==> config.mk <==
export PLATFORM = sky130hd
export DESIGN_NAME = chase_mode_ctrl
export DESIGN_NICKNAME = d
export VERILOG_FILES = /design/src/rtl/chase_pkg.sv /design/src/rtl/debounce_bit.sv /design/src/rtl/chase_mode_ctrl.sv
export SDC_FILE = /design/constraint.sdc
export NUM_CORES = 1
export LEC_CHECK = 0
export ABC_AREA = 1
export ABC_CLOCK_PERIOD_IN_PS = 4900
export CAP_MARGIN = 20
export CORE_UTILIZATION = 40
export CTS_CLUSTER_DIAMETER = 150
export DETAILED_ROUTE_END_ITERATION = 12
export DONT_BUFFER_PORTS = 1
export SKIP_CTS_REPAIR_TIMING = 1
export SYNTH_ARGS = -nofsm -noshare
export SYNTH_HDL_FRONTEND = slang
export SYNTH_SLANG_ARGS = --single-unit
==> constraint.sdc <==
create_clock -name Clock -period 4.9 [get_ports Clock]
set_clock_uncertainty 0.1 [all_clocks]
set_input_delay 0.98 -clock Clock [delete_from_list [all_inputs] [get_ports Clock]]
set_output_delay 0.98 -clock Clock [all_outputs]
set_load 0.005 [all_outputs]
==> src/rtl/chase_pkg.sv <==
// rtl/chase_pkg.sv - shared mode constants, FSM encoding and defaults for the chaser control path
package chase_pkg;

  localparam logic [1:0] MODE_STOP = 2'b00;
  localparam logic [1:0] MODE_R2L  = 2'b01;
  localparam logic [1:0] MODE_L2R  = 2'b10;
  localparam logic [1:0] MODE_BNC  = 2'b11;

  localparam int DEB_CYCLES_DEF = 500000;
  localparam int BASE_DIV_DEF   = 1562500;

  typedef enum logic [1:0] {
    ST_STOP   = 2'b00,
    ST_SETTLE = 2'b01,
    ST_RUN    = 2'b10
  } state_t;

  // Lowest switch wins: SW0 > SW1 > SW2.
  function automatic logic [1:0] decode_mode(input logic [2:0] sw);
    if (sw[0])      return MODE_R2L;
    else if (sw[1]) return MODE_L2R;
    else if (sw[2]) return MODE_BNC;
    else            return MODE_STOP;
  endfunction

endpackage

==> src/rtl/debounce_bit.sv <==
// rtl/debounce_bit.sv - two-flop synchroniser followed by a consecutive-cycle debouncer
module debounce_bit
  import chase_pkg::*;
#(
  parameter int DEB_CYCLES = DEB_CYCLES_DEF
) (
  input  logic clk,
  input  logic resetn,
  input  logic raw,
  output logic stable
);

  localparam int CW = $clog2(DEB_CYCLES + 1);

  logic          sync0;
  logic          sync1;
  logic [CW-1:0] cnt;

  // Any cycle where the synchronised input agrees with the stable value restarts the count.
  always_ff @(posedge clk) begin
    if (!resetn) begin
      sync0  <= 1'b0;
      sync1  <= 1'b0;
      cnt    <= '0;
      stable <= 1'b0;
    end else begin
      sync0 <= raw;
      sync1 <= sync0;
      if (sync1 == stable) begin
        cnt <= '0;
      end else if (cnt == CW'(DEB_CYCLES - 1)) begin
        stable <= sync1;
        cnt    <= '0;
      end else begin
        cnt <= cnt + 1'b1;
      end
    end
  end

endmodule

==> src/rtl/chase_mode_ctrl.sv <==
// rtl/chase_mode_ctrl.sv - debounced mode/speed decode with step and restart pulse generation
module chase_mode_ctrl
  import chase_pkg::*;
#(
  parameter int DEB_CYCLES = DEB_CYCLES_DEF,
  parameter int BASE_DIV   = BASE_DIV_DEF
) (
  input  logic        Clock,
  input  logic        Resetn,
  input  logic [17:0] SW,
  output logic [1:0]  mode,
  output logic        step,
  output logic        restart,
  output logic [2:0]  speed
);

  localparam int PW = $clog2(BASE_DIV);

  logic [5:0] raw;
  logic [5:0] stable;
  logic       unused_sw;

  assign raw       = {SW[17:15], SW[2:0]};
  assign unused_sw = ^SW[14:3];

  for (genvar i = 0; i < 6; i++) begin : g_deb
    debounce_bit #(.DEB_CYCLES(DEB_CYCLES)) u_deb (
      .clk    (Clock),
      .resetn (Resetn),
      .raw    (raw[i]),
      .stable (stable[i])
    );
  end

  assign speed = stable[5:3];

  logic [1:0]    dec;
  state_t        state, state_n;
  logic [PW-1:0] pre, pre_n;
  logic [2:0]    ival, ival_n;
  logic          step_n, restart_n;
  logic          base_tick;
  logic [3:0]    thr;

  assign dec       = decode_mode(stable[2:0]);
  assign base_tick = (pre == PW'(BASE_DIV - 1));
  assign thr       = 4'd8 - {1'b0, speed};

  // A mode change always wins over a step that happens to be due in the same cycle.
  always_comb begin
    state_n   = state;
    pre_n     = '0;
    ival_n    = '0;
    step_n    = 1'b0;
    restart_n = 1'b0;
    unique case (state)
      ST_STOP: begin
        if (dec != MODE_STOP) begin
          state_n   = ST_SETTLE;
          restart_n = 1'b1;
        end
      end
      ST_SETTLE: begin
        if (dec != mode) begin
          restart_n = 1'b1;
          state_n   = (dec == MODE_STOP) ? ST_STOP : ST_SETTLE;
        end else if (base_tick) begin
          state_n = ST_RUN;
        end else begin
          pre_n = pre + 1'b1;
        end
      end
      ST_RUN: begin
        if (dec != mode) begin
          restart_n = 1'b1;
          state_n   = (dec == MODE_STOP) ? ST_STOP : ST_SETTLE;
        end else begin
          pre_n  = base_tick ? '0 : pre + 1'b1;
          ival_n = ival;
          if (base_tick) begin
            // >= so that a speed-up past the current count fires on this tick.
            if (({1'b0, ival} + 4'd1) >= thr) begin
              step_n = 1'b1;
              ival_n = '0;
            end else begin
              ival_n = ival + 1'b1;
            end
          end
        end
      end
      default: state_n = ST_STOP;
    endcase
  end

  always_ff @(posedge Clock) begin
    if (!Resetn) begin
      state   <= ST_STOP;
      pre     <= '0;
      ival    <= '0;
      mode    <= MODE_STOP;
      step    <= 1'b0;
      restart <= 1'b0;
    end else begin
      state   <= state_n;
      pre     <= pre_n;
      ival    <= ival_n;
      mode    <= dec;
      step    <= step_n;
      restart <= restart_n;
    end
  end

endmodule

==> flow_summary.ini, run 1 <==
[critical_path]
r2r-end = g_deb[4].u_deb.cnt[17]
ff2ff_path_depth = 7
rrSetupSlack_ns = 2.90
endpoint = speed[2]
crit_start = g_deb[5].u_deb.stable
r2r-start = g_deb[4].u_deb.cnt[11]
worstPathMaxFanout = 5
crit_required_ns = 3.82
path_depth = 0
path_class = reg -> out
crit_path_end_kind = output port
crit_arrival_ns = 0.96
cp-start-kind = register

[global_route]
antenna_found_initial = 0
grt-ovfl-total = 0
gr-usage-all-layers_pct = 15.17
grt_pass1_wl_mm = 24.79
grt_start_max_net_pins = 26
grt_pass1_vias = 5618

[timing]
setup_ws_ns = 2.857
rsz0062_at_grt = false
slew_violations = 0
setup_viol = 0
fmaxAchievable_ghz = 0.4894
whs_ns = 0.3178
finalHoldViolCount = 0
period_minus_slack_ns = 2.043
worst_slew_pin_slew_ns = 0.6447
finalCritPeriodShare_pct = 41.70
slew_headroom_pct = 56.90
fin_tns_setup_ns = 0

[floorplanning]
die_y_um = 142.4
fp-row-count = 50
die_w_um = 142.4
fp.coreArea_um2 = 19020
initial_utilization_pct = 41.44
die_area_um2 = 20270
boundaryPins = 27

[clock_network]
cts_sinks = 162
numCtsBuffers = 17
cts.clk_slew.worst_paths_ns = 0.06
clk_latency_ns = 0.44
cts_tree = yes
cts-root-buf = clkbuf_16
clockBufferDepth = 2
htreeDepth = 4

[status]
status = finished, final reports clean

[synth]
seq_area_frac_synth_pct = 41.15
syn_area_um2 = 7881
synth_area_leader_cell = dfxtp_1
post_synth_inst_count = 1071
async_flop_share_pct = 0
yosysUniqueCellTypes = 49
synthTopCellsByArea = dfxtp_1, nand2_1, inv_1, nor2_1, xor2_1
ys_ff_latch = 162
synth_edf_count = 0
avgSynthCellArea_um2 = 7.359
synth_nets = 1108
yosysWarnings = 0
synthFlopType = dfxtp_1
synth_top_area_share_pct = 41.15

[drt]
ant_nets = 0
vias = 6188
drc = 0
firstDrtPassIters = 5
avgViaCountPerCell = 4.584
post_drt_wl_per_cell_um = 10.35
route.final.wire_length_mm = 13.98
drtIter0Drc = 252

[final_layout]
nets = 1114
area_growth_pct = 10.16
drive_above_1_share_pct = 10.00
antenna_cells = 0
layout.cells.non_filler = 1350

[place]
place_hpwl_mm = 10.07
dp_cells = 1318
place_ws_ns = 2.775
gp_congestion = 0.8378
io_buffers = 0

[pwr]
power_frac_comb_pct = 2.1
power.density_nw_per_um2 = 305.0
seq_power_share_pct = 50.3
p_sw_share_pct = 22.65
switching_power_uw = 599.7
leakage_nw = 3.246
p_clk_share_pct = 47.5
ir_drop_mv = 0.2177
internal_power_mw = 2.048

[min_path]
min_path_type = reg -> reg

[job]
drv_cap = 0
state kept, by name, summed over array words and instances, names as in the netlist:
register,cells
g_deb.u_deb.sync1,6
g_deb.u_deb.stable,6
g_deb.u_deb.cnt,114
g_deb.u_deb.sync0,6
step,1
restart,1
pre,21
state,2
ival,3
mode,2
cell families after synthesis:
kind of cell	Yosys count	synth area share, %
xor+xnor	51	5.668
simple gates	562	34.67
fa+ha+maj	17	2.699
flops	162	41.15
buf+inv	189	9.462
mux	2	0.2540
compound gates	88	6.096
worst min-delay path: cells and delay by family (launching register included):
kind	cells	cell delay, ns
simple gates	1	0.05
buf+inv	1	0.04
flops	1	0.31
stage by stage:
step | total power [mW] | cell area [µm²] | util [%]
detailed placement | 1.420 | 8122 | 42.70
finish | 2.648 | 8682 | 45.65
global placement | 1.419 | 8122 | 42.70
CTS | 2.694 | 8682 | 45.65
floorplan | 1.412 | 7881 | -
global route | 2.761 | 8682 | 45.65
Yosys cell counts (all sizes together), types with 5 or more instances:
| cell | instances |
|---|---|
| nand2 | 203 |
| nor2 | 178 |
| inv | 176 |
| dfxtp | 162 |
| nand3 | 56 |
| nor3 | 55 |
| a21oi | 47 |
| xor2 | 39 |
| nand4 | 33 |
| o21ai | 27 |
| ha | 17 |
| buf | 13 |
| nor3b | 13 |
| or2 | 12 |
| xnor2 | 12 |
| nor4 | 6 |
| o21a | 5 |
power by group through the flow:
stage	clock network, mW	registers (mW)	logic, mW
final	1.26	1.33	0.0569
after global routing	1.36	1.33	0.0662
after global placement	0	1.36	0.0570
after detailed placement	0	1.36	0.0576
after CTS	1.30	1.33	0.0577
after floorplan	0	1.36	0.0519
cell usage in the layout (no fill, tap or decap), drive strengths merged, types with 2 or more instances in the layout:
cell,Yosys,final
a21oi,47,47
a31oi,2,2
and3,2,2
clkbuf,0,18
clkinv,0,6
clkinvlp,0,4
dfxtp,162,162
ha,17,17
inv,176,179
mux2i,2,2
nand2,203,203
nand3,56,56
nand3b,2,2
nand4,33,33
nor2,178,178
nor3,55,55
nor3b,13,13
nor4,6,6
o211ai,2,2
o21a,5,5
o21ai,27,27
o21bai,2,2
or2,12,12
xnor2,12,12
xor2,39,39
worst min-delay path by stage:
stage	start	to	slack [ns]	cells past startpoint
floorplan	g_deb[0].u_deb.sync0	g_deb[0].u_deb.sync1	0.29	2
global placement	g_deb[0].u_deb.sync0	g_deb[0].u_deb.sync1	0.30	2
detailed placement	g_deb[0].u_deb.sync0	g_deb[0].u_deb.sync1	0.30	2
CTS	g_deb[0].u_deb.sync0	g_deb[0].u_deb.sync1	0.32	2
global route	g_deb[5].u_deb.sync0	g_deb[5].u_deb.sync1	0.34	2
finish	g_deb[2].u_deb.sync0	g_deb[2].u_deb.sync1	0.32	2
per-layer routing:
layer	up-vias	part of all wire (%)	routed length, µm	global-route usage [%]
li1	3400	-	-	-
met1	2716	52	7318	20.17
met2	59	43	5947	23.12
met3	13	3.7	514	4.576
met4	0	1.4	195	5.376
met5	-	0	0	0
layout make-up:
type,instances,area [µm²]
clock buffer,18,429.2
clock inverter,14,131.4
fill,1957,10340
inverter,176,660.6
multi-input combinational,720,3892
sequential,162,3243
tap,260,325.3
(Power assumes the default switching activity.)
==> run 2, diff against run 1 <==
--- a/config.mk
+++ b/config.mk
@@ -6,7 +6,7 @@
 export NUM_CORES = 1
 export LEC_CHECK = 0
 export ABC_AREA = 1
-export ABC_CLOCK_PERIOD_IN_PS = 4900
+export ABC_CLOCK_PERIOD_IN_PS = 2000
 export CAP_MARGIN = 20
 export CORE_UTILIZATION = 40
 export CTS_CLUSTER_DIAMETER = 150
==> constraint.sdc (replaced) <==
create_clock -name Clock -period 2 [get_ports Clock]
set_clock_uncertainty 0.1 [all_clocks]
set_input_delay 0.4 -clock Clock [delete_from_list [all_inputs] [get_ports Clock]]
set_output_delay 0.4 -clock Clock [all_outputs]
set_load 0.005 [all_outputs]
==> flow_summary.ini, run 2 (same netlist as run 1, synthesis figures left out) <==
[final_layout]
final_cell_mix = nand2_1, inv_1, dfxtp_1, nor2_1, nor3_1
antenna_cells = 0
drive_above_1_share_pct = 11.76
top_register = g_deb.u_deb.cnt
area_growth_pct = 13.75
fillers = 1920
largest_register_ffs = 114
layout.cells.non_filler = 1374
final_util_pct = 47.14
nets = 1138
reg_top3 = g_deb.u_deb.cnt x114, pre x21
mostFrequentLayoutCell = nand2_1

[global_route]
gr-usage-all-layers_pct = 15.65
grt_pass1_vias = 5819
antenna_found_initial = 0
grt_pass1_wl_mm = 25.64
grt-ovfl-total = 0
grt_start_max_net_pins = 26

[clock_network]
htreeDepth = 4
cts.clk_slew.worst_paths_ns = 0.07
cts_tree = yes
cts-root-buf = clkbuf_16
cts_sinks = 162
numCtsBuffers = 17
clockBufferDepth = 2
clk_latency_ns = 0.44

[drt]
vias = 6353
ant_nets = 0
avgViaCountPerCell = 4.624
firstDrtPassIters = 5
post_drt_wl_per_cell_um = 10.51
drtIter0Drc = 298
route.final.wire_length_mm = 14.44
drc = 0

[timing]
setup_viol = 0
whs_ns = 0.01035
finalCritPeriodShare_pct = 90.30
fmaxAchievable_ghz = 0.5537
slew_headroom_pct = 69.97
finalHoldViolCount = 0
worst_slew_pin_slew_ns = 0.4489
slew_violations = 0
period_minus_slack_ns = 1.806
fin_tns_setup_ns = 0

[critical_path]
cp-start-kind = register
r2r-start = g_deb[0].u_deb.cnt[0]
critical_path.max_stage_delay_ns = 0.33
r2r-end = g_deb[0].u_deb.cnt[13]
path_buf_inv = 4
ff2ff_path_depth = 11
path_class = reg -> reg
worstPathMaxFanout = 7
rrSetupSlack_ns = 0.19
crit_start = g_deb[0].u_deb.cnt[0]
crit_arrival_ns = 2.06
crit_required_ns = 2.26
critPathTopFamily = simple AND/OR/NAND/NOR gates
crit_path_end_kind = register
crit_path_frequent_cell = inv_1
slowest_stage = dfxtp_1
cp_cell_sequence = ha_1 -> nand2_1 -> inv_1 -> nand2_2 -> inv_1 -> nand3b_1 -> nor2_2 -> nor2_4 -> inv_1 -> buf_4 -> nor3_1

[min_path]
min_from = Resetn
min_path_type = in -> reg
min_to = g_deb[4].u_deb.stable
hold_depth = 2

[place]
place_hpwl_mm = 10.45
dp_cells = 1335
io_buffers = 0
gp_congestion = 0.8109

[floorplanning]
die_y_um = 142.4
fp-row-count = 50
fp.coreArea_um2 = 19020
initial_utilization_pct = 41.44
boundaryPins = 27
die_area_um2 = 20270
die_w_um = 142.4

[job]
drv_cap = 0

[pwr]
leakage_nw = 3.424
ir_drop_mv = 0.5144
power.density_nw_per_um2 = 756.6
total_power_mw = 6.782

[status]
status = finished, final reports clean
## run 2: cell count changes in the layout (fill, tap and decap cells not counted), sizes merged
cell	before	now
dlygate4sd3	0	7
clkinv	6	4
buf	0	17
clkinvlp	4	2
bufinv	1	2
inv	179	182
## run 2: stage by stage
stage               setup WS [ns]  cell area [µm²]
floorplan                  0.2551             7881
global placement           0.1790             8262
detailed placement         0.1622             8262
CTS                        0.1501             8869
global route            -0.007886             8965
finish                     0.1941             8965
## run 2: power by group
part | total (mW) | internal, mW | switching (mW)
Sequential | 3.26 | 3.25 | 0.0145
Clock | 3.34 | 1.91 | 1.43
Combinational | 0.178 | 0.0722 | 0.105
Total | 6.78 | 5.23 | 1.55
## run 2: worst max path at each step
stage	end	cells after the start	slack, ns
floorplan	ival[1]	9	0.26
global route	g_deb[0].u_deb.cnt[12]	11	-0.008
global placement	ival[1]	9	0.18
detailed placement	ival[2]	9	0.16
CTS	step	10	0.15
finish	g_deb[0].u_deb.cnt[13]	11	0.19
## run 2: final cells by class
class	count	area, µm²	area share, %
Sequential cell	162	3243	36.18
Tap cell	260	325.3	3.629
Inverter	176	660.6	7.369
Clock inverter	14	167.7	1.870
Multi-Input combinational cell	720	3919	43.71
Timing Repair Buffer	24	210.2	2.345
Clock buffer	18	439.2	4.899
## run 2: worst reg2reg max path: cells and delay by family, from the launching register on
kind                       cells  cell delay, ns
and+or+nand+nor                6            0.67
buffers and inverters          4            0.42
DFF                            1            0.33
adders and majority gates      1            0.21
## run 2: per-layer routing
metal	GRT usage [%]	share of wire [%]
met1	20.53	53
met2	23.84	42
met3	4.980	4.1
met4	5.886	1.1
met5	0	0
